===== src/rtl/pipelined_rca_adder_pkg.sv =====
// Package adder_pkg: defaults and helpers shared by the pipelined ripple-carry
// adder slice.
//   DEFAULT_WIDTH / DEFAULT_STAGES : default operand width and pipeline depth
//   stage_ctl_t                    : control part of a pipeline stage record
//   chunk_width()                  : bits added per stage (WIDTH / STAGES)
package adder_pkg;

  localparam int DEFAULT_WIDTH  = 16;
  localparam int DEFAULT_STAGES = 4;

  // Control fields carried by every stage. The width-dependent fields
  // (partial sum, delayed a/b_eff) are attached to this record in the top
  // level, where WIDTH is known.
  typedef struct packed {
    logic valid;
    logic carry;
    logic ovf;
  } stage_ctl_t;

  function automatic int chunk_width(input int width, input int stages);
    return width / stages;
  endfunction

endpackage


===== src/rtl/pipelined_rca_adder_if.sv =====
// Interface pipelined_rca_adder_if: groups the input and output valid/ready
// channels of the pipelined adder.
//   input channel : in_valid, in_ready, a, b, ci, sub
//   output channel: out_valid, out_ready, s, co, ovf
//   modport master: the side that issues operations and consumes results
//   modport slave : the adder itself
interface pipelined_rca_adder_if #(
  parameter int WIDTH = adder_pkg::DEFAULT_WIDTH
);

  logic             in_valid;
  logic             in_ready;
  logic [WIDTH-1:0] a;
  logic [WIDTH-1:0] b;
  logic             ci;
  logic             sub;
  logic             out_valid;
  logic             out_ready;
  logic [WIDTH-1:0] s;
  logic             co;
  logic             ovf;

  modport master (
    output in_valid, a, b, ci, sub, out_ready,
    input  in_ready, out_valid, s, co, ovf
  );

  modport slave (
    input  in_valid, a, b, ci, sub, out_ready,
    output in_ready, out_valid, s, co, ovf
  );

endinterface


===== src/rtl/pipelined_rca_adder_rca_chunk.sv =====
// Module rca_chunk: combinational CHUNK-bit ripple-carry adder built from
// full-adder cells.
//   a, b  : chunk operands
//   ci    : carry into bit 0
//   s     : chunk sum
//   co    : carry out of the chunk MSB
//   c_msb : carry into the chunk MSB (used for signed overflow)
module rca_chunk #(
  parameter int CHUNK = 4
) (
  input  logic [CHUNK-1:0] a,
  input  logic [CHUNK-1:0] b,
  input  logic             ci,
  output logic [CHUNK-1:0] s,
  output logic             co,
  output logic             c_msb
);

  logic [CHUNK:0] c_s;

  assign c_s[0] = ci;

  for (genvar i = 0; i < CHUNK; i++) begin : g_fa
    assign s[i]     = a[i] ^ b[i] ^ c_s[i];
    assign c_s[i+1] = (a[i] & b[i]) | (c_s[i] & (a[i] ^ b[i]));
  end

  assign co    = c_s[CHUNK];
  assign c_msb = c_s[CHUNK-1];

endmodule


===== src/rtl/pipelined_rca_adder.sv =====
// Module pipelined_rca_adder: pipelined ripple-carry adder/subtractor.
// Stage k adds operand chunk k plus the carry registered by stage k-1; the
// operand chunks not yet consumed and the result chunks already produced
// travel alongside, so the last stage presents a fully aligned result.
//   clk, rst : clock, synchronous active-high reset
//   bus      : slave side of the valid/ready operation/result channels
//              (sub=1 computes a - b, sub=0 computes a + b + ci)
module pipelined_rca_adder
  import adder_pkg::*;
#(
  parameter int WIDTH  = DEFAULT_WIDTH,
  parameter int STAGES = DEFAULT_STAGES
) (
  input logic                  clk,
  input logic                  rst,
  pipelined_rca_adder_if.slave bus
);

  localparam int CHUNK = chunk_width(WIDTH, STAGES);

  // Full stage record. The sum field holds valid chunks 0..k at stage k;
  // the a/b fields hold the effective operands, whose chunks above k are
  // still pending.
  typedef struct packed {
    stage_ctl_t       ctl;
    logic [WIDTH-1:0] sum;
    logic [WIDTH-1:0] a;
    logic [WIDTH-1:0] b;
  } stage_t;

  stage_t           stage_r   [STAGES];
  stage_t           stage_d_s [STAGES];
  logic             en_s;
  logic             in_fire_s;
  logic [WIDTH-1:0] b_eff_s;
  logic             c0_s;

  // The whole pipe moves as one unit; it only stalls when a result sits at
  // the output and downstream refuses it.
  assign en_s          = !stage_r[STAGES-1].ctl.valid || bus.out_ready;
  assign bus.in_ready  = en_s && !rst;
  assign in_fire_s     = bus.in_valid && bus.in_ready;

  // Subtraction is a + ~b + 1; ci only matters for addition.
  assign b_eff_s = bus.sub ? ~bus.b : bus.b;
  assign c0_s    = bus.sub ? 1'b1 : bus.ci;

  for (genvar k = 0; k < STAGES; k++) begin : g_stage
    logic [WIDTH-1:0] a_src_s;
    logic [WIDTH-1:0] b_src_s;
    logic [WIDTH-1:0] sum_src_s;
    logic             cin_s;
    logic             valid_in_s;
    logic [CHUNK-1:0] s_chunk_s;
    logic             co_s;
    logic             c_msb_s;
    stage_t           nxt_s;

    if (k == 0) begin : g_first
      assign a_src_s    = bus.a;
      assign b_src_s    = b_eff_s;
      assign sum_src_s  = {WIDTH{1'b0}};
      assign cin_s      = c0_s;
      assign valid_in_s = in_fire_s;
    end else begin : g_next
      assign a_src_s    = stage_r[k-1].a;
      assign b_src_s    = stage_r[k-1].b;
      assign sum_src_s  = stage_r[k-1].sum;
      assign cin_s      = stage_r[k-1].ctl.carry;
      assign valid_in_s = stage_r[k-1].ctl.valid;
    end

    rca_chunk #(
      .CHUNK (CHUNK)
    ) u_chunk (
      .a     (a_src_s[k*CHUNK +: CHUNK]),
      .b     (b_src_s[k*CHUNK +: CHUNK]),
      .ci    (cin_s),
      .s     (s_chunk_s),
      .co    (co_s),
      .c_msb (c_msb_s)
    );

    // Next stage record: merge this chunk's sum into the delayed result bits.
    always_comb begin
      nxt_s                         = '0;
      nxt_s.ctl.valid               = valid_in_s;
      nxt_s.ctl.carry               = co_s;
      nxt_s.ctl.ovf                 = c_msb_s ^ co_s;
      nxt_s.a                       = a_src_s;
      nxt_s.b                       = b_src_s;
      nxt_s.sum                     = sum_src_s;
      nxt_s.sum[k*CHUNK +: CHUNK]   = s_chunk_s;
    end

    assign stage_d_s[k] = nxt_s;
  end

  // Stage registers: cleared by reset, advanced together on en, else held.
  always_ff @(posedge clk) begin
    if (rst) begin
      for (int k = 0; k < STAGES; k++) begin
        stage_r[k] <= '0;
      end
    end else if (en_s) begin
      for (int k = 0; k < STAGES; k++) begin
        stage_r[k] <= stage_d_s[k];
      end
    end else begin
      for (int k = 0; k < STAGES; k++) begin
        stage_r[k] <= stage_r[k];
      end
    end
  end

  // Outputs come straight from the last stage register.
  assign bus.out_valid = stage_r[STAGES-1].ctl.valid;
  assign bus.s         = stage_r[STAGES-1].sum;
  assign bus.co        = stage_r[STAGES-1].ctl.carry;
  assign bus.ovf       = stage_r[STAGES-1].ctl.ovf;

endmodule


===== src/flat_wrapper.sv =====
// flat-port wrapper written by rule: the top's interface ports become plain ports
module pipelined_rca_adder_flat import adder_pkg::*;
#(
  parameter int WIDTH  = DEFAULT_WIDTH,
  parameter int STAGES = DEFAULT_STAGES
)
  (clk, rst, bus_in_valid, bus_a, bus_b, bus_ci, bus_sub, bus_out_ready, bus_in_ready, bus_out_valid, bus_s, bus_co, bus_ovf);
  pipelined_rca_adder_if #(.WIDTH(WIDTH)) bus_i ();
  input logic clk;
  input logic rst;
  input wire logic [$bits(bus_i.in_valid)-1:0] bus_in_valid;
  input wire logic [$bits(bus_i.a)-1:0] bus_a;
  input wire logic [$bits(bus_i.b)-1:0] bus_b;
  input wire logic [$bits(bus_i.ci)-1:0] bus_ci;
  input wire logic [$bits(bus_i.sub)-1:0] bus_sub;
  input wire logic [$bits(bus_i.out_ready)-1:0] bus_out_ready;
  output wire logic [$bits(bus_i.in_ready)-1:0] bus_in_ready;
  output wire logic [$bits(bus_i.out_valid)-1:0] bus_out_valid;
  output wire logic [$bits(bus_i.s)-1:0] bus_s;
  output wire logic [$bits(bus_i.co)-1:0] bus_co;
  output wire logic [$bits(bus_i.ovf)-1:0] bus_ovf;
  assign bus_i.in_valid = bus_in_valid;
  assign bus_i.a = bus_a;
  assign bus_i.b = bus_b;
  assign bus_i.ci = bus_ci;
  assign bus_i.sub = bus_sub;
  assign bus_i.out_ready = bus_out_ready;
  assign bus_in_ready = bus_i.in_ready;
  assign bus_out_valid = bus_i.out_valid;
  assign bus_s = bus_i.s;
  assign bus_co = bus_i.co;
  assign bus_ovf = bus_i.ovf;
  pipelined_rca_adder #(.WIDTH(WIDTH), .STAGES(STAGES)) u_core (.clk(clk), .rst(rst), .bus(bus_i));
endmodule

===== config.mk =====
export PLATFORM = sky130hd
export DESIGN_NAME = pipelined_rca_adder_flat
export DESIGN_NICKNAME = d
export VERILOG_FILES = /design/src/rtl/pipelined_rca_adder_pkg.sv /design/src/rtl/pipelined_rca_adder_if.sv /design/src/rtl/pipelined_rca_adder_rca_chunk.sv /design/src/rtl/pipelined_rca_adder.sv /design/src/flat_wrapper.sv
export SDC_FILE = /design/constraint.sdc
export NUM_CORES = 1
export LEC_CHECK = 0
export ABC_AREA = 1
export BUFFER_PORTS_ARGS = -buffer_cell sky130_fd_sc_hd__buf_2
export CORE_ASPECT_RATIO = 1.4
export CORE_UTILIZATION = 55
export DETAILED_ROUTE_END_ITERATION = 7
export HOLD_SLACK_MARGIN = 0.08
export PLACE_DENSITY = 0.75
export RECOVER_POWER = 25
export SYNTH_ARGS = -nofsm -noshare
export SYNTH_HDL_FRONTEND = slang
export SYNTH_SLANG_ARGS = --single-unit

===== constraint.sdc =====
create_clock -name clk -period 4.75 [get_ports clk]
set_clock_uncertainty 0.15 [all_clocks]
set_input_delay 0.2375 -clock clk [delete_from_list [all_inputs] [get_ports clk]]
set_output_delay 0.2375 -clock clk [all_outputs]
set_load 0.02 [all_outputs]

Yosys cells after proc, flatten, opt, wreduce, memory -nomap -nowiden
Memory sizes are Yosys's and may differ from the RTL's.
Cells that the tools add are included.
Widths: inputs -> output; s select.
{ "word_totals": {"register_bits": 0, "word_cells": 117, "ram_bits": 204, "n_memories": 1} }
{ "memory_table": {"columns": ["memory", "words", "width", "read_ports", "rd_clocked_by_memory_dff", "wr", "line", "text"], "rows": [
  ["u_core.stage_r", 4, 51, 4, 0, 4, "pipelined_rca_adder.sv:31", "stage_t stage_r [STAGES];"]
]} }
{ "classes": {"reduce_logical": 5, "muxes": 18, "bitwise": 93} }
{ "ops": {"columns": ["op", "count"], "rows": [
  ["$mux 51", 8],
  ["$xor 1x1->1", 36],
  ["$and 1x1->1", 32],
  ["$or 1x1->1", 24],
  ["$mux 16", 1],
  ["$not 16->16", 1],
  ["$mux 1", 9],
  ["$logic_and 1x1->1", 2],
  ["$logic_not 1->1", 2],
  ["$logic_or 1x1->1", 1]
]} }

Longest topological paths before layout
Gate-level depths: netlist of the first run.
{ "depth": {"word_depth": 14, "depth_mapped": 11} }

By module
From an unflattened synthesis of the first run, not the netlist that was laid out.
{ "hier_totals": {"hier_cells": 390, "hier_area_um2": 4395.5} }
{ "modules_own_cells": {"columns": ["module", "cells_per_inst", "n_inst", "area_per_inst_um2"], "rows": [
  ["pipelined_rca_adder", 342, 1, 3955.0],
  ["rca_chunk", 12, 4, 110.1]
]} }

Worst setup path after synthesis of the first run
Ideal clock, no wire load.
{ "synth_timing": {"path_type": "input port to flip-flop", "from": "in rst", "to": "mem u_core.stage_r[0][10] (netlist name) (enable)", "arrival_time_ps": 2723, "setup_slack_ps": 724, "cell_stages": 4, "setup_ps": 1153, "cell_sequence": "buf_6 -> inv_8 -> buf_6 -> nand3_1"} }
{ "synth_lines": {"columns": ["item", "line", "text"], "rows": [
  ["start: declaration", "flat_wrapper.sv:10", "input logic rst;"],
  ["end: declaration", "pipelined_rca_adder.sv:31", null]
]} }

==> metrics.yaml, run 1 <==
synth_area_mm2: 0.00434
synthCells: 373
fin_ws_ns: 1.66
peakVddDrop_mv: 0.181
grt_pass1_vias: 2254
hold_violations: 0
clock_sinks: 97
post_cts_buffers: 0
reg_top3: "u_core.stage_r x97"
hp-class: "in2reg"
antenna_found_initial: 0
cts_inserted_buffers: 9
grt.overflow.total: 0
largest_reg_flops: 97
post_drt_wl_per_cell_um: 9.52
h-tree-depth: 3
postRouteWirelength_um: 5320
gp_congestion: 0.722
startpoint_type: "input pin"
power_density_mw_per_mm2: 342
setup_tns_ns: 0
synth_top_area_share_pct: 67.1
critical_path_arrival_ns: 2.94
hpwlAfterDp_um: 3360
violations: "capacitance limit, slew limit"
cp-end-kind: "register"
synth_seq_cells: 97
worst_ep_required_time_ns: 4.60
io_pins: 58
yosys.area.top_type: "edfxtp_1"
viasPerCell: 4.30
root_buffer: "clkbuf_8"
yosysWarnings: 0
core_mm2: 0.00770
num_rows: 38
ys_top_cells_by_area: "edfxtp_1 67%, inv_1 8.8%, nor2_1 8.6%"
area_growth_pct: 17.6
drv_slew: 45
grt_start_max_net_pins: 60
dpl_cell_area_mm2: 0.00466
syn-mean-instance-area_um2: 11.6
path_class: "in2reg"
drc: 0
clkTransAtPathRegs_ns: 0.08
grt_pass1_wl_um: 8800
leakage_uw: 0.00230
clk_path_buf_depth: 2
die_w_um: 77.1
slew_headroom_pct: -27.1
ctsResizeCount: 0
drtIter0Drc: 99
synth_cell_types: 15
route.vias.total: 2402
slowest_delay_ns: 1.34
die_y_um: 107
drive_gt1_share_pct: 16.3
postRouteAntennaNets: 0
antenna_cells: 0
clock_latency_ns: 0.35
drt-pass1-iter-count: 4
top_register: "u_core.stage_r"
cap_violations: 1
register_area_mm2: 0.00291
status: "finished, violations left"
fill_cells: 596
finalSetupViolations: 0
fin_area_mm2: 0.00511
pre_cts_slack_ns: 1.85
numPortBuffers: 57
fin_crit_sh_pct: 65.1
utilization_pct: 66.3
grtUsageTotal_pct: 14.1
die_area_mm2: 0.00826
crit_slowest_cell: "clkbuf_1"
path_cells: "clkbuf_1 -> inv_8 -> nand3_4 -> buf_4"
worstMarginPinSlew_ns: 1.91
max_freq_mhz: 323
yosysSeqAreaShare_pct: 67.1
nets: 508
initial_utilization_pct: 56.4
cts_tree: "built"
rsz0062_at_grt: "false"
cp_max_fo: 59
period_needed_ns: 3.09
syn_nets: 427
multi_input_area_um2: 938
[cell families (layout without fill, tap and decap cells)]
family	after synthesis	count (layout)	synth area share (%)
adders and majority gates	16	16	7.37
xor gates and xnor gates	4	4	0.807
buffers and inverters	116	202	11.6
and+or+nand+nor	140	140	13.1
DFF	97	97	67.1
[cell usage in the layout (no fill, tap or decap), drive strengths merged]
cell type    Yosys  layout
bufinv           0       2
fa              16      16
clkinv           0       4
buf             13      47
nor2           109     109
inv            103     103
xnor2            1       1
dlygate4sd3      0      25
nand3            1       1
edfxtp          97      97
nand2           29      29
xor2             3       3
clkbuf           0      21
or2              1       1
[power breakdown]
part | internal, uW | leakage (uW) | switching (uW) | total (uW)
sequential | 1010 | 0.00115 | 16.6 | 1020
clock | 294 | 0.000108 | 258 | 552
combinational | 72.6 | 0.00105 | 99.5 | 172
total | 1370 | 0.00230 | 374 | 1750
[timing repair]
action	in CTS	in global routing
setup endpoints to repair	0	0
hold endpoints to repair	25	0
hold buffers	25	0
[metal layers]
layer  global-route usage (%)  vias to the layer above  part of all wire [%]
li1                         -                     1271                     -
met1                     13.9                     1061                    41
met2                     25.7                       59                    51
met3                     4.17                       11                   5.1
met5                        0                        -                     0
met4                     8.63                        0                   2.9
[stage by stage]
step | std cells | power, uW | hold WS, ns
after detailed placement | 518 | 1200 | 0.368
after CTS | 559 | 1760 | 0.188
after floorplan | 373 | 1160 | 0.282
after global placement | 518 | 1190 | 0.357
final | 559 | 1750 | 0.208
after global routing | 559 | 1820 | 0.236
[synthesized netlist by cell type]
cell type / number
xor2_1: 3
nor2_1: 99
buf_2: 5
inv_8: 1
nand2_8: 1
nand3_1: 1
inv_1: 102
nor2_2: 10
edfxtp_1: 97
or2_2: 1
nand2_1: 28
buf_4: 1
xnor2_1: 1
fa_1: 16
buf_6: 7
[worst max-delay path: cells and delay by family]
family / cells / cell delay [ns]
buffers and inverters: 3 / 2.03
AND/OR/NAND/NOR: 1 / 0.61
[path summary, 6_finish.rpt]
check / from / to / slack, ns / depth (start not counted)
worst max-delay path: rst / u_core.stage_r[1][8] / 1.66 / 4
worst min-delay path: bus_a[3] / u_core.stage_r[0][49] / 0.21 / 4
worst max register to register: u_core.stage_r[1][49] / u_core.stage_r[2][43] / 2.03 / 8
worst min register to register: u_core.stage_r[0][34] / u_core.stage_r[1][34] / 0.39 / 2
[area by class of cell]
| class | count | share of cell area, % |
|---|---|---|
| timing repair buffer | 83 | 10.4 |
| multi-input combinational | 160 | 18.4 |
| tap | 100 | 2.45 |
| sequential | 97 | 57.0 |
| clock buffer | 10 | 2.50 |
| inverter | 103 | 7.71 |
| clock inverter | 6 | 1.62 |
Power figures use the tool's default switching activity.
==> run 2, diff against run 1 <==
--- a/config.mk
+++ b/config.mk
@@ -8,10 +8,10 @@
 export ABC_AREA = 1
 export BUFFER_PORTS_ARGS = -buffer_cell sky130_fd_sc_hd__buf_2
 export CORE_ASPECT_RATIO = 1.4
-export CORE_UTILIZATION = 55
+export CORE_UTILIZATION = 52
 export DETAILED_ROUTE_END_ITERATION = 7
 export HOLD_SLACK_MARGIN = 0.08
-export PLACE_DENSITY = 0.75
+export PLACE_DENSITY = 0.74
 export RECOVER_POWER = 25
 export SYNTH_ARGS = -nofsm -noshare
 export SYNTH_HDL_FRONTEND = slang
==> constraint.sdc (replaced) <==
create_clock -name clk -period 2.7 [get_ports clk]
set_clock_uncertainty 0.15 [all_clocks]
set_input_delay 0.135 -clock clk [delete_from_list [all_inputs] [get_ports clk]]
set_output_delay 0.135 -clock clk [all_outputs]
set_load 0.02 [all_outputs]
==> metrics.yaml, run 2 (synthesis results as in run 1) <==
grtUsageTotal_pct: 15.4
core_mm2: 0.00815
crit_end: "u_core.stage_r[2][43]"
startpoint_type: "register"
hp-class: "in2reg"
finalSetupViolations: 0
antenna_cells: 0
nets: 511
layout_commonest_cell: "inv_1"
drc: 0
io_pins: 58
fin_crit_sh_pct: 94.4
clk_path_buf_depth: 2
r2r_start: "u_core.stage_r[1][49]"
fin_ws_ns: 0.152
die_area_mm2: 0.00873
die_w_um: 79.3
path_cells: "inv_1 -> fa_1 -> fa_2 -> fa_2 -> inv_2 -> fa_1 -> inv_1 -> nor2_2"
root_buffer: "clkbuf_16"
swShare_pct: 21.9
cts_tree: "built"
max_freq_mhz: 392
drv_slew: 44
drt-pass1-iter-count: 6
postRouteAntennaNets: 0
placed_cells: 523
antenna_found_initial: 0
grt_pass1_wl_um: 9980
clkTransAtPathRegs_ns: 0.06
fin_area_mm2: 0.00519
min_path_cells: 4
clock_power_share_pct: 34.8
r2r_cells: 8
utilization_pct: 63.7
postRouteWirelength_um: 5960
h-tree-depth: 3
post_cts_buffers: 0
critical_path_arrival_ns: 2.48
cp-end-kind: "register"
power_density_mw_per_mm2: 624
cp.depth: 8
leakage_uw: 0.00231
combPwrFrac_pct: 9.4
grt_pass1_vias: 2506
largest_reg_flops: 97
sequentialPowerShare_pct: 55.8
cp_max_fo: 1
worstMarginPinSlew_ns: 1.69
worst_ep_required_time_ns: 2.63
p_int_uw: 2530
clock_latency_ns: 0.33
numPortBuffers: 57
cap_violations: 1
area_growth_pct: 19.5
slowest_delay_ns: 0.43
crit_slowest_cell: "fa_1"
grt_start_max_net_pins: 55
grt.overflow.total: 0
gp_congestion: 0.744
reg_top3: "u_core.stage_r x97"
top_register: "u_core.stage_r"
slew_headroom_pct: -12.8
cp.buffers_inverters: 3
crit_family: "adder cells"
initial_utilization_pct: 53.3
hpwlAfterDp_um: 3710
drive_gt1_share_pct: 14.9
viasPerCell: 4.33
num_rows: 39
reg2reg_to: "u_core.stage_r[2][43]"
setup.worst_path.start: "u_core.stage_r[1][49]"
rsz0062_at_grt: "false"
pre_cts_slack_ns: -0.0728
status: "finished, violations left"
period_needed_ns: 2.55
dpl_cell_area_mm2: 0.00470
route.vias.total: 2444
post_drt_wl_per_cell_um: 10.6
path_class: "reg2reg"
hold_violations: 0
die_y_um: 110
whs_ns: 0.120
violations: "capacitance limit, slew limit"
peakVddDrop_mv: 0.340
drtIter0Drc: 92
mostFrequentLayoutCells: "101 x inv_1, 99 x nor2_1, 97 x edfxtp_1"
clock_sinks: 97
p_switching_uw: 711
cts_inserted_buffers: 9
rrSetupSlack_ns: 0.15
final_cells: 564
==> run 2: timing repair <==
action / CTS / global route
endpoints found under the setup margin: 1 / 1
hold buffers: 25 / 0
gates cloned: 0 / 0
hold endpoints to repair: 25 / 0
pin swaps: 1 / 0
gates resized for setup: 1 / 2
==> run 2: area by class of cell <==
class                      instances  area, um2
tap                              102        128
multi-input combinational        160        943
clock buffer                      12        236
timing repair buffer              86        549
inverter                         103        394
clock inverter                     4       27.5
fill                             634       2960
sequential                        97       2910
==> run 2: worst min-delay path: cells and delay by family <==
kind	cells	cell delay (ns)
fa+ha+maj	1	0.16
simple gates	1	0.07
buf+inv	2	0.13
==> run 2: power by group through the flow <==
| stage | clock, uW | sequential (uW) | combinational [uW] |
|---|---|---|---|
| finish | 1130 | 1810 | 305 |
| global route | 1220 | 1820 | 357 |
| CTS | 1160 | 1810 | 314 |
| detailed placement | 0 | 1840 | 284 |
| global placement | 0 | 1830 | 268 |
| floorplan | 0 | 1860 | 188 |
==> run 2: routing by layer <==
| metal | vias to the layer above | global-route usage, % | part of all wire (%) |
|---|---|---|---|
| li1 | 1280 | - | - |
| met1 | 1105 | 14.3 | 39 |
| met2 | 50 | 29.7 | 55 |
| met3 | 9 | 4.77 | 3.8 |
| met4 | 0 | 7.92 | 1.9 |
| met5 | - | 0 | 0 |
==> run 2: how the worst min path moves through the flow <==
| stage | start | to | slack, ns |
|---|---|---|---|
| 2_1_floorplan | bus_a[4] | u_core.stage_r[0][20] | 0.18 |
| 3_3_place_gp | bus_a[10] | u_core.stage_r[0][26] | 0.27 |
| 3_5_place_dp | bus_a[4] | u_core.stage_r[0][20] | 0.27 |
| 4_1_cts | bus_a[0] | u_core.stage_r[0][32] | 0.11 |
| 5_1_grt | bus_a[3] | u_core.stage_r[0][49] | 0.15 |
| 6_report | bus_a[0] | u_core.stage_r[0][32] | 0.12 |
==> run 2: stage by stage <==
| step | TNS, ns | power (uW) |
|---|---|---|
| floorplan | 0 | 2050 |
| global placement | 0 | 2100 |
| global route | 0 | 3390 |
| CTS | 0 | 3280 |
| detailed placement | -0.0728 | 2130 |
| finish | 0 | 3240 |
